===== config.mk =====
export PLATFORM = sky130hd
export DESIGN_NAME = flipflop_i_decoder_flat
export DESIGN_NICKNAME = d
export VERILOG_FILES = /design/src/rtl/flipflop_i_decoder_if.sv /design/src/rtl/flipflop_i_decoder.sv /design/src/flat_wrapper.sv
export SDC_FILE = /design/constraint.sdc
export NUM_CORES = 1
export LEC_CHECK = 0
export CORE_MARGIN = 1
export CORE_UTILIZATION = 43
export CTS_BUF_LIST = sky130_fd_sc_hd__clkbuf_4 sky130_fd_sc_hd__clkbuf_8 sky130_fd_sc_hd__clkbuf_16
export DETAILED_ROUTE_END_ITERATION = 16
export PLACE_DENSITY = 0.91
export SLEW_MARGIN = 20
export SYNTH_ARGS = -nofsm -noshare
export SYNTH_HDL_FRONTEND = slang
export SYNTH_SLANG_ARGS = --single-unit

===== constraint.sdc =====
create_clock -name clk -period 2.25 [get_ports clk]
set_input_delay 0.45 -clock clk [delete_from_list [all_inputs] [get_ports clk]]
set_output_delay 0.45 -clock clk [all_outputs]
set_load 0.05 [all_outputs]

===== src/rtl/flipflop_i_decoder_if.sv =====
// ============================================================================
// Module   : flipflop_i_decoder_if
// Purpose  : Handshake, code and decoded-strobe bundle between the I-group
//            encoders, the instruction flip-flop/decoder and execution control.
// Revision : 1.0 - initial release
// ============================================================================
`default_nettype none

interface flipflop_i_decoder_if #(
  parameter int STEP_W = 3
);
  logic              set_valid;
  logic [7:0]        set_code;
  logic              step_adv;
  logic              abort;
  logic [7:0]        code_q;
  logic              busy;
  logic [STEP_W-1:0] step;
  logic              done;
  logic              set_reject;
  logic              illegal;
  logic              g_ld_idx_r;
  logic              g_ld_idx_n;
  logic              g_ld_dd_nn;
  logic              g_ld_dd_mem;
  logic              g_alu_n;
  logic              g_alu_idx;
  logic              g_incdec_idx;
  logic              g_jp_cc;
  logic              idx_y;
  logic [2:0]        fld;
  logic              hi_half;

  // Encoder / datapath side: drives the request and advance signals.
  modport master (
    output set_valid, set_code, step_adv, abort,
    input  code_q, busy, step, done, set_reject, illegal,
    input  g_ld_idx_r, g_ld_idx_n, g_ld_dd_nn, g_ld_dd_mem,
    input  g_alu_n, g_alu_idx, g_incdec_idx, g_jp_cc,
    input  idx_y, fld, hi_half
  );

  // Instruction flip-flop / decoder side.
  modport slave (
    input  set_valid, set_code, step_adv, abort,
    output code_q, busy, step, done, set_reject, illegal,
    output g_ld_idx_r, g_ld_idx_n, g_ld_dd_nn, g_ld_dd_mem,
    output g_alu_n, g_alu_idx, g_incdec_idx, g_jp_cc,
    output idx_y, fld, hi_half
  );
endinterface

`default_nettype wire


===== src/rtl/flipflop_i_decoder.sv =====
// ============================================================================
// Module   : flipflop_i_decoder
// Purpose  : Holds the I-prefix (IX/IY) instruction code, decodes it into
//            one-hot execution group strobes plus operand fields, and steps
//            each group through its fixed number of execution steps.
// Revision : 1.0 - initial release
// ============================================================================
`default_nettype none

module flipflop_i_decoder #(
  parameter int STEP_W = 3
) (
  input  logic                  clk,
  input  logic                  rst,
  flipflop_i_decoder_if.slave   bus
);

  typedef enum logic [0:0] {
    S_IDLE = 1'b0,
    S_EXEC = 1'b1
  } state_t;

  // Group bit order: 0 ld_idx_r, 1 ld_idx_n, 2 ld_dd_nn, 3 ld_dd_mem,
  // 4 alu_n, 5 alu_idx, 6 incdec_idx, 7 jp_cc. All-zero means unmapped.
  function automatic logic [7:0] decode_grp(input logic [7:0] c);
    logic [7:0] g;
    g    = '0;
    g[0] = (c[7:5] == 3'b010) && !c[3] && (c[2:0] != 3'b110);
    g[1] = (c[7:3] == 5'b11111) && c[1];
    g[2] = (c[7:3] == 5'b01100);
    g[3] = (c[7:3] == 5'b01110);
    g[4] = (c[7:3] == 5'b11110);
    g[5] = (c[7:5] == 3'b110) && c[3];
    g[6] = (c[7:3] == 5'b11111) && !c[1];
    g[7] = (c[7:5] == 3'b010) && c[3];
    return g;
  endfunction

  // Index of the final execution step for a decoded group.
  function automatic logic [STEP_W-1:0] last_step(input logic [7:0] g);
    logic [1:0] n;
    n = 2'd0;
    if (g[0] | g[5]) n = 2'd2;
    if (g[1] | g[2] | g[7]) n = 2'd1;
    if (g[3] | g[6]) n = 2'd3;
    return STEP_W'(n);
  endfunction

  state_t            state_q, state_d;
  logic [STEP_W-1:0] step_q, step_d;
  logic [7:0]        held_q, held_d;
  logic              done_q, done_d;
  logic              reject_q, reject_d;
  logic              illegal_q, illegal_d;

  logic [7:0] held_grp;
  logic [7:0] in_grp;
  logic       in_mapped;
  logic       busy;
  logic       final_step;
  logic       idx_y_w;
  logic [2:0] fld_w;
  logic       hi_half_w;

  assign held_grp   = decode_grp(held_q);
  assign in_grp     = decode_grp(bus.set_code);
  assign in_mapped  = |in_grp;
  assign busy       = (state_q == S_EXEC);
  assign final_step = busy && bus.step_adv && (step_q == last_step(held_grp));

  // State, step counter, held code and the one-cycle status pulses.
  always_ff @(posedge clk or posedge rst) begin
    if (rst) begin
      state_q   <= S_IDLE;
      step_q    <= '0;
      held_q    <= 8'h00;
      done_q    <= 1'b0;
      reject_q  <= 1'b0;
      illegal_q <= 1'b0;
    end else begin
      state_q   <= state_d;
      step_q    <= step_d;
      held_q    <= held_d;
      done_q    <= done_d;
      reject_q  <= reject_d;
      illegal_q <= illegal_d;
    end
  end

  // Next-state: load/refuse new codes, advance steps, release or cancel.
  always_comb begin
    state_d   = state_q;
    step_d    = step_q;
    held_d    = held_q;
    done_d    = 1'b0;
    reject_d  = 1'b0;
    illegal_d = 1'b0;
    if (bus.abort) begin
      state_d = S_IDLE;
      step_d  = '0;
      held_d  = 8'h00;
    end else if (!busy || final_step) begin
      if (final_step) begin
        done_d  = 1'b1;
        state_d = S_IDLE;
        step_d  = '0;
        held_d  = 8'h00;
      end
      // A request arriving with the final step is accepted without a bubble.
      if (bus.set_valid) begin
        if (in_mapped) begin
          state_d = S_EXEC;
          step_d  = '0;
          held_d  = bus.set_code;
        end else begin
          illegal_d = 1'b1;
        end
      end
    end else begin
      if (bus.step_adv) step_d = step_q + STEP_W'(1);
      if (bus.set_valid) reject_d = 1'b1;
    end
  end

  // Operand fields, forced to zero whenever nothing is executing.
  always_comb begin
    idx_y_w   = 1'b0;
    fld_w     = 3'd0;
    hi_half_w = 1'b0;
    if (busy) begin
      if (held_grp[0] | held_grp[5]) begin
        idx_y_w = held_q[4];
        fld_w   = held_q[2:0];
      end
      if (held_grp[1]) begin
        idx_y_w   = held_q[2];
        hi_half_w = held_q[0];
      end
      if (held_grp[2] | held_grp[3]) begin
        fld_w     = {1'b0, held_q[1:0]};
        hi_half_w = held_q[2];
      end
      if (held_grp[4]) fld_w = held_q[2:0];
      if (held_grp[6]) begin
        idx_y_w   = held_q[0];
        hi_half_w = held_q[2];
      end
      if (held_grp[7]) begin
        fld_w     = held_q[2:0];
        hi_half_w = held_q[4];
      end
    end
  end

  assign bus.code_q       = held_q;
  assign bus.busy         = busy;
  assign bus.step         = step_q;
  assign bus.done         = done_q;
  assign bus.set_reject   = reject_q;
  assign bus.illegal      = illegal_q;
  assign bus.g_ld_idx_r   = busy & held_grp[0];
  assign bus.g_ld_idx_n   = busy & held_grp[1];
  assign bus.g_ld_dd_nn   = busy & held_grp[2];
  assign bus.g_ld_dd_mem  = busy & held_grp[3];
  assign bus.g_alu_n      = busy & held_grp[4];
  assign bus.g_alu_idx    = busy & held_grp[5];
  assign bus.g_incdec_idx = busy & held_grp[6];
  assign bus.g_jp_cc      = busy & held_grp[7];
  assign bus.idx_y        = idx_y_w;
  assign bus.fld          = fld_w;
  assign bus.hi_half      = hi_half_w;

endmodule

`default_nettype wire


===== src/flat_wrapper.sv =====
// flat-port wrapper written by rule: the top's interface ports become plain ports
module flipflop_i_decoder_flat 
#(
  parameter int STEP_W = 3
)
  (clk, rst, bus_set_valid, bus_set_code, bus_step_adv, bus_abort, bus_code_q, bus_busy, bus_step, bus_done, bus_set_reject, bus_illegal, bus_g_ld_idx_r, bus_g_ld_idx_n, bus_g_ld_dd_nn, bus_g_ld_dd_mem, bus_g_alu_n, bus_g_alu_idx, bus_g_incdec_idx, bus_g_jp_cc, bus_idx_y, bus_fld, bus_hi_half);
  flipflop_i_decoder_if #(.STEP_W(STEP_W)) bus_i ();
  input  logic clk;
  input  logic rst;
  input wire logic [$bits(bus_i.set_valid)-1:0] bus_set_valid;
  input wire logic [$bits(bus_i.set_code)-1:0] bus_set_code;
  input wire logic [$bits(bus_i.step_adv)-1:0] bus_step_adv;
  input wire logic [$bits(bus_i.abort)-1:0] bus_abort;
  output wire logic [$bits(bus_i.code_q)-1:0] bus_code_q;
  output wire logic [$bits(bus_i.busy)-1:0] bus_busy;
  output wire logic [$bits(bus_i.step)-1:0] bus_step;
  output wire logic [$bits(bus_i.done)-1:0] bus_done;
  output wire logic [$bits(bus_i.set_reject)-1:0] bus_set_reject;
  output wire logic [$bits(bus_i.illegal)-1:0] bus_illegal;
  output wire logic [$bits(bus_i.g_ld_idx_r)-1:0] bus_g_ld_idx_r;
  output wire logic [$bits(bus_i.g_ld_idx_n)-1:0] bus_g_ld_idx_n;
  output wire logic [$bits(bus_i.g_ld_dd_nn)-1:0] bus_g_ld_dd_nn;
  output wire logic [$bits(bus_i.g_ld_dd_mem)-1:0] bus_g_ld_dd_mem;
  output wire logic [$bits(bus_i.g_alu_n)-1:0] bus_g_alu_n;
  output wire logic [$bits(bus_i.g_alu_idx)-1:0] bus_g_alu_idx;
  output wire logic [$bits(bus_i.g_incdec_idx)-1:0] bus_g_incdec_idx;
  output wire logic [$bits(bus_i.g_jp_cc)-1:0] bus_g_jp_cc;
  output wire logic [$bits(bus_i.idx_y)-1:0] bus_idx_y;
  output wire logic [$bits(bus_i.fld)-1:0] bus_fld;
  output wire logic [$bits(bus_i.hi_half)-1:0] bus_hi_half;
  assign bus_i.set_valid = bus_set_valid;
  assign bus_i.set_code = bus_set_code;
  assign bus_i.step_adv = bus_step_adv;
  assign bus_i.abort = bus_abort;
  assign bus_code_q = bus_i.code_q;
  assign bus_busy = bus_i.busy;
  assign bus_step = bus_i.step;
  assign bus_done = bus_i.done;
  assign bus_set_reject = bus_i.set_reject;
  assign bus_illegal = bus_i.illegal;
  assign bus_g_ld_idx_r = bus_i.g_ld_idx_r;
  assign bus_g_ld_idx_n = bus_i.g_ld_idx_n;
  assign bus_g_ld_dd_nn = bus_i.g_ld_dd_nn;
  assign bus_g_ld_dd_mem = bus_i.g_ld_dd_mem;
  assign bus_g_alu_n = bus_i.g_alu_n;
  assign bus_g_alu_idx = bus_i.g_alu_idx;
  assign bus_g_incdec_idx = bus_i.g_incdec_idx;
  assign bus_g_jp_cc = bus_i.g_jp_cc;
  assign bus_idx_y = bus_i.idx_y;
  assign bus_fld = bus_i.fld;
  assign bus_hi_half = bus_i.hi_half;
  flipflop_i_decoder #(.STEP_W(STEP_W)) u_core (.clk(clk), .rst(rst), .bus(bus_i));
endmodule

==> results.md <==
* Run status: finished with violations
* Failing checks: setup timing
* Critical Path RT at between 1500 and 2000 ps
* Worst reg-to-reg path cell count at 7
* Net Sw Frac at 35.2%
* CP Cell Sequence: and3b_4 > o21ba_1 > o32ai_2 > nand2_1 > a21oi_2 > and2_4 > buf_12
* Top cells by area, synth: dfrtp_1 (36%), a22o_1 (5.9%), nand2_1 (3.9%)
* Dominant synthesized flop cell: dfrtp_1
* CP Capture Type: output port
* Area after DPL at roughly 1600 um^2
* Area occupied by multi-input gates at about 690 um^2
* Asr flop ratio synth at 100%
* Initial antenna violation count at 0
* WP buf/inv at 1
* RSZ-0062 raised after global routing: true
* Starting Density at 46.4%
* Place WS at roughly 79 ps
* Final number of setup-violating endpoints at 4
* RR Startpoint: u_core.bus.code_q[7]
* Slowest cell on the critical path: dfrtp_1
* Die area at around 2600 um^2
* Clk pin slew, worst setup/hold paths at approximately 90 ps
* Peak VDD IR at approximately 0.46 mV
* Number of global-route vias before repair at 1166
* Commonest non-fill, non-tap cell in the layout: clkdlybuf4s50_1
* Ant. Diodes at 0
* Internal power at about 430 uW
* DR DRC count at 0
* RR Endpoint: u_core.bus.code_q[5]
* Final worst slack at -61.4 ps
* Gate Count Post-Synth at ~120
* Area leader, netlist: dfrtp_1
* Power per Cell Area at 364 nW/um^2
* Commonest cells after routing, fill and taps aside: clkdlybuf4s50_1 (25), buf_4 (17), buf_12 (13), nand2_1 (11), dfrtp_1 (9)
* Slew Limit Fails at 0
* Via count at ~1200
* Normalized max-slew margin at a little over three fifths
* Global-route wire length before repair at roughly 5.6 mm
* DIE HEIGHT at between 50 and 60 um
* Layout area overhead at 75.4%
* R2R setup slack at about 70 ps
* Remaining antenna violation count at 0
* Critical path type: flop to output port
* Sw Pwr at 235 uW
* Worst-Margin Slew at ~550 ps
* H-tree lvl count at 1
* Share of power burned in registers at between 40% and 50%
* Final nets at between 150 and 200
* Wire per inst at between 15 and 20 um
* Crit path largest cell delay at about 420 ps
* Fillers at 116
* Total of max-cap violations at 0
* Clock Skew at approximately 5.7 ps
* Yosys reg bits at 15
* Total grt overflow at 0
* Syn avg cell area at 8.79 um^2
* Synth warn at 0
* DRT Pass-1 Iters at 4
* CTS Buf Count at 3
* Final hold vios at 0
* Mapped Area at 1050 um^2
* Period minus WS final at around 2300 ps
* Number of synthesized flops with an enable pin at 0
* Final Wtd Congestion at around 0.89
* Power Total at approximately 670 uW
* Total track usage at 28.8%
* Post-Syn Nets at approximately 130
* Synth cell types at 42
* Clock power frac at 23.6%
* Comb pwr share at between 30% and 40%
* Die Width at 51.3 um
* Post-DP HPWL at between 2 and 2.5 mm
* Num rows at 17
* Sequential cell area fraction in the yosys report at a little over a third
* Hold Crit Class: input pin to async pin
* Register area at 383 um^2
* Root buf cell: clkbuf_4
* Startpoint types: flop
* Post-route clock period utilization at 103%
* Area of the core at 2250 um^2
* Io pins at 41
* CP top delay family: simple AND/OR/NAND/NOR gates
* Worst skew pair latency at ~300 ps
* Fmax at 0.433 GHz
* Design area at about 1800 um^2
* Synth top area share at 35.9%
* CTS tree: done
* Total Wirelength at around 3.7 mm
* Initial DRC count at 37
* Critical path fanouts, max at 3
* Number of hold buffers added after CTS at 0
* Static Leak at 0.742 nW
* CTS sink cnt at 15
* Port buffer count at 40
* Fin Hold WS at 493 ps
* Largest net degree at the start of global routing at 16
* Share of layout cells above drive strength 1 at between 30% and 40%
* Vias per inst at 6.03
* Clock buffer depth at 2
* Worst Path Arrival at approximately 1900 ps
-- state kept, by name, indices dropped and copies added, names as in the netlist --
name                   cells
u_core.bus.busy            1
u_core.bus.illegal         1
u_core.bus.done            1
u_core.bus.step            3
u_core.bus.set_reject      1
u_core.bus.code_q          8
-- worst register-to-register path, stage by stage, from the launching register on --
cell      delay, ps
dfrtp_2         500
nand2_1         230
a211oi_4        320
buf_4           170
o21a_2          150
o211ai_2        140
a211oi_4        400
a22o_1          200
-- worst max path at each step --
stage / startpoint / end / slack [ps] / cells after the start
after floorplan: u_core.bus.busy / bus_g_incdec_idx / -310 / 3
after global placement: bus_set_code[0] / u_core.bus.code_q[3] / 150 / 8
after detailed placement: bus_set_code[0] / u_core.bus.code_q[4] / 80 / 7
after CTS: u_core.bus.code_q[3] / bus_hi_half / 7 / 7
after global routing: u_core.bus.code_q[1] / bus_fld[0] / -140 / 7
final: u_core.bus.code_q[1] / bus_fld[0] / -60 / 7
-- stage by stage --
step	utilization, %	instances	setup TNS, ps
final	81.4	203	-159
after global routing	81.4	203	-447
after CTS	78.1	199	0
after detailed placement	73.1	186	0
after global placement	73.1	186	0
after floorplan	-	119	-1570
-- logic make-up (layout without fill, tap and decap cells) --
kind of cell / after synthesis / count (layout) / share of synthesized area [%]
AO/OA/AOI/OAI: 33 / 33 / 25.2
adder cells (fa/ha/maj): 1 / 1 / 1.20
XOR/XNOR: 3 / 3 / 2.51
multiplexers: 1 / 1 / 1.08
AND/OR/NAND/NOR: 53 / 53 / 27.5
buffers and inverters: 13 / 69 / 6.58
flip-flops: 15 / 15 / 35.9
-- synth_stat cells (all sizes together) (3+ instances only) --
master / number
dfrtp: 15
nand2: 11
nor2: 11
a22o: 7
inv: 7
nor3: 6
a21oi: 5
buf: 5
o21ai: 5
nand3: 4
nor4: 4
and2: 3
and3: 3
nand3b: 3
o211ai: 3
or2: 3
-- metal layers --
layer  vias to the layer above  GRT usage (%)  wire length (um)
li1                        551              -                 -
met1                       583           33.6              1430
met2                        75           51.8              1960
met3                        15           2.98               225
met4                         0           14.4               117
met5                         -              0                 0
-- power groups by stage --
| stage | combinational [mW] | clock, mW | sequential [mW] |
|---|---|---|---|
| 6_report | 0.207 | 0.157 | 0.303 |
| 5_1_grt | 0.219 | 0.168 | 0.305 |
| 4_1_cts | 0.192 | 0.155 | 0.301 |
| 3_5_place_dp | 0.173 | 0 | 0.309 |
| 3_3_place_gp | 0.167 | 0 | 0.308 |
| 2_1_floorplan | 0.0750 | 0 | 0.336 |
-- layout make-up --
type                            instances  area share [%]
Timing Repair Buffer                   58            36.7
Sequential cell                        15            20.9
Inverter                                7            1.43
Clock inverter                          1           0.273
Multi-Input combinational cell         91            37.6
Tap cell                               28            1.91
Clock buffer                            3            1.23
-- repair_timing --
| action | CTS | global route |
|---|---|---|
| setup buffers | 9 | 4 |
| endpoints found under the setup margin | 4 | 15 |
| gates resized for setup | 6 | 11 |
| pin swaps | 5 | 9 |
(Power assumes the default switching activity.)
==> RTL change (same flow settings) <==
`STEP_W` is set to 3 in 3 places; all go to 6.
--- a/src/rtl/flipflop_i_decoder_if.sv
+++ b/src/rtl/flipflop_i_decoder_if.sv
@@ -9,3 +9,3 @@
 interface flipflop_i_decoder_if #(
-  parameter int STEP_W = 3
+  parameter int STEP_W = 6
 );
--- a/src/rtl/flipflop_i_decoder.sv
+++ b/src/rtl/flipflop_i_decoder.sv
@@ -10,3 +10,3 @@
 module flipflop_i_decoder #(
-  parameter int STEP_W = 3
+  parameter int STEP_W = 6
 ) (
--- a/src/flat_wrapper.sv
+++ b/src/flat_wrapper.sv
@@ -3,3 +3,3 @@
 #(
-  parameter int STEP_W = 3
+  parameter int STEP_W = 6
 )
Ports: changed (resized bus_step); port bits go from 41 to 44. The function was not compared with the original's and may differ.
==> RTL change against the original RTL <==
  * Clock power grew 26%
  * Hold slack better by 59 ps
  * Sequential cell count grew 3
  * Cell count grew 29%
  * Power rose by 17%
  * Critical path type unchanged
  * Synthesized area grew 33%
  * Die area up 32%
  * Via count increased by 18%
  * Highest routed layer unchanged
  * Wire length down 0.48%
  * Combinational power grew 14%
  * Synthesized cell count increased by 34%
  * Final area up 23%
  * Critical endpoint is now bus_fld[1]
  * Worst setup slack better by 85 ps
==> RTL change: results (changes against the original RTL) <==
max incr delay on CP 390 ps (-30 ps); Post-DP HPWL 2770 um (+15%); number of global-route vias before repair 1347 (+16%); placed cell areas 2130 um2 (+29%); Global Route Usage Sum 22.9% (-5.9 points); status completed; CTS Buffer Depth 2 (unchanged); ranking of synthesized cells by area dfrtp_1 (32%), o32ai_1 (5.0%), nor3_1 (4.7%); largest net degree at the start of global routing 24 (+8); post-synthesis mux area share 0.718% (-0.36 points); GP Congestion 0.796 (-10%); Clock Skews 11.0 ps (+5.26 ps); nets 233 (+23%); number of antenna diodes 0 (unchanged); WL per Instance 14.2 um (-23%); met3 GRT Util 3.30% (+0.32 points); slowest CP cell dfrtp_1; share of cells above drive strength 1 31.7% (-6.6 points); first-pass GRT wire length 6040 um (+7.8%); Synth Area in Compound Gates 18.5% (-6.7 points); Cell variety after synth 53 (+26%); VDD IR max 0.000287 V (-37%); Synth Area in Adders 0.898% (-0.30 points); met2 usage 37.8% (-14 points); Critical Path AT 1780 ps (-80 ps); Detailed Route Iter0 Violations 51 (+38%); GR Util met1 30.3% (-3.3 points); Worst R2R Setup Slack about 80 ps; post-synthesis sequential area ratio 32.3% (-3.6 points); synth cell count leaders dfrtp_1 (18), nor3_1 (13), nor2_1 (12); Crit Path Max Fanout 6 (+3); r2r startpoint u_core.bus.code_q[1]$_DFFE_PP0P_; Synth Area in XOR/XNOR 2.51% (about the same); Leakage 0.857 nW (+15%); Syn Nets 174 (+31%); CP Launch Point u_core.bus.code_q[0]$_DFFE_PP0P_; HP Class in2async; Port Buf Inserts 43 (+7.5%); Slew Limit Headroom 56.2% (-6.9 points); routed via count 1448 (+18%); clock-pin slew on the worst setup and hold paths 110 ps (+20 ps); Num CTS Buffers 3 (unchanged)
[RTL change: cell types whose count changed in the layout (fill, tap and decap cells not counted), moves of 5 or more]
cell and change:
a22o_1 -7, clkdlybuf4s50_1 +5, dfrtp_1 +5, nand2b_1 +9
nor3_1 +6, o32ai_1 +6
[RTL change: cells by family after synthesis]
kind of cell,Yosys count
xor+xnor,4
compound gates,32
buf+inv,19
simple gates,85
flops,18
fa+ha+maj,1
mux,1
[RTL change: stage by stage]
step	setup TNS [ps]	hold WS [ps]	instances	setup WS (ps)	utilization [%]
5_1_grt	-139	609	262	-47.7	74.1
3_5_place_dp	-942	629	252	-141	69.8
4_1_cts	-25.8	568	258	-25.8	72.1
6_report	0	551	262	23.8	74.1
2_1_floorplan	-393	388	160	-213	-
3_3_place_gp	-589	620	252	-72.5	69.8
[RTL change: timing repair]
item | in CTS | in global routing
resized for setup | 5 | 10
endpoints found under the setup margin | 4 | 9
pin swaps | 0 | 3
setup buffers | 2 | 4
[RTL change: metal layers]
metal	wire [um]	share of wire, %	vias to the layer above
li1	-	-	719
met1	1630	44	675
met2	1870	50	50
met3	165	4.4	4
met4	55	1.5	0
met5	0	0	-
[RTL change: cell type report]
| class | count | area (um2) |
|---|---|---|
| fillers | 213 | 790 |
| multi-input cells | 123 | 942 |
| clock buffers | 4 | 36.3 |
| flip-flops and latches | 18 | 455 |
| inverters | 6 | 22.5 |
| repair buffers | 67 | 752 |
| well taps | 44 | 55.1 |
[RTL change: report_power, final]
group / switching, mW / internal (mW) / total (mW)
Clock: 0.0996 / 0.0986 / 0.198
Combinational: 0.135 / 0.102 / 0.237
Sequential: 0.0131 / 0.334 / 0.348
Total: 0.248 / 0.535 / 0.783
[RTL change: final timing paths]
| path | end |
|---|---|
| worst max-delay path | bus_fld[1] |
| worst max register to register | u_core.bus.code_q[4]$_DFFE_PP0P_ |
| min in group clk | u_core.bus.code_q[5]$_DFFE_PP0P_ |
| max in group asynchronous | u_core.bus.code_q[5]$_DFFE_PP0P_ |
| worst min register to register | u_core.bus.code_q[5]$_DFFE_PP0P_ |
| worst min-delay path | u_core.bus.illegal$_DFF_PP0_ |
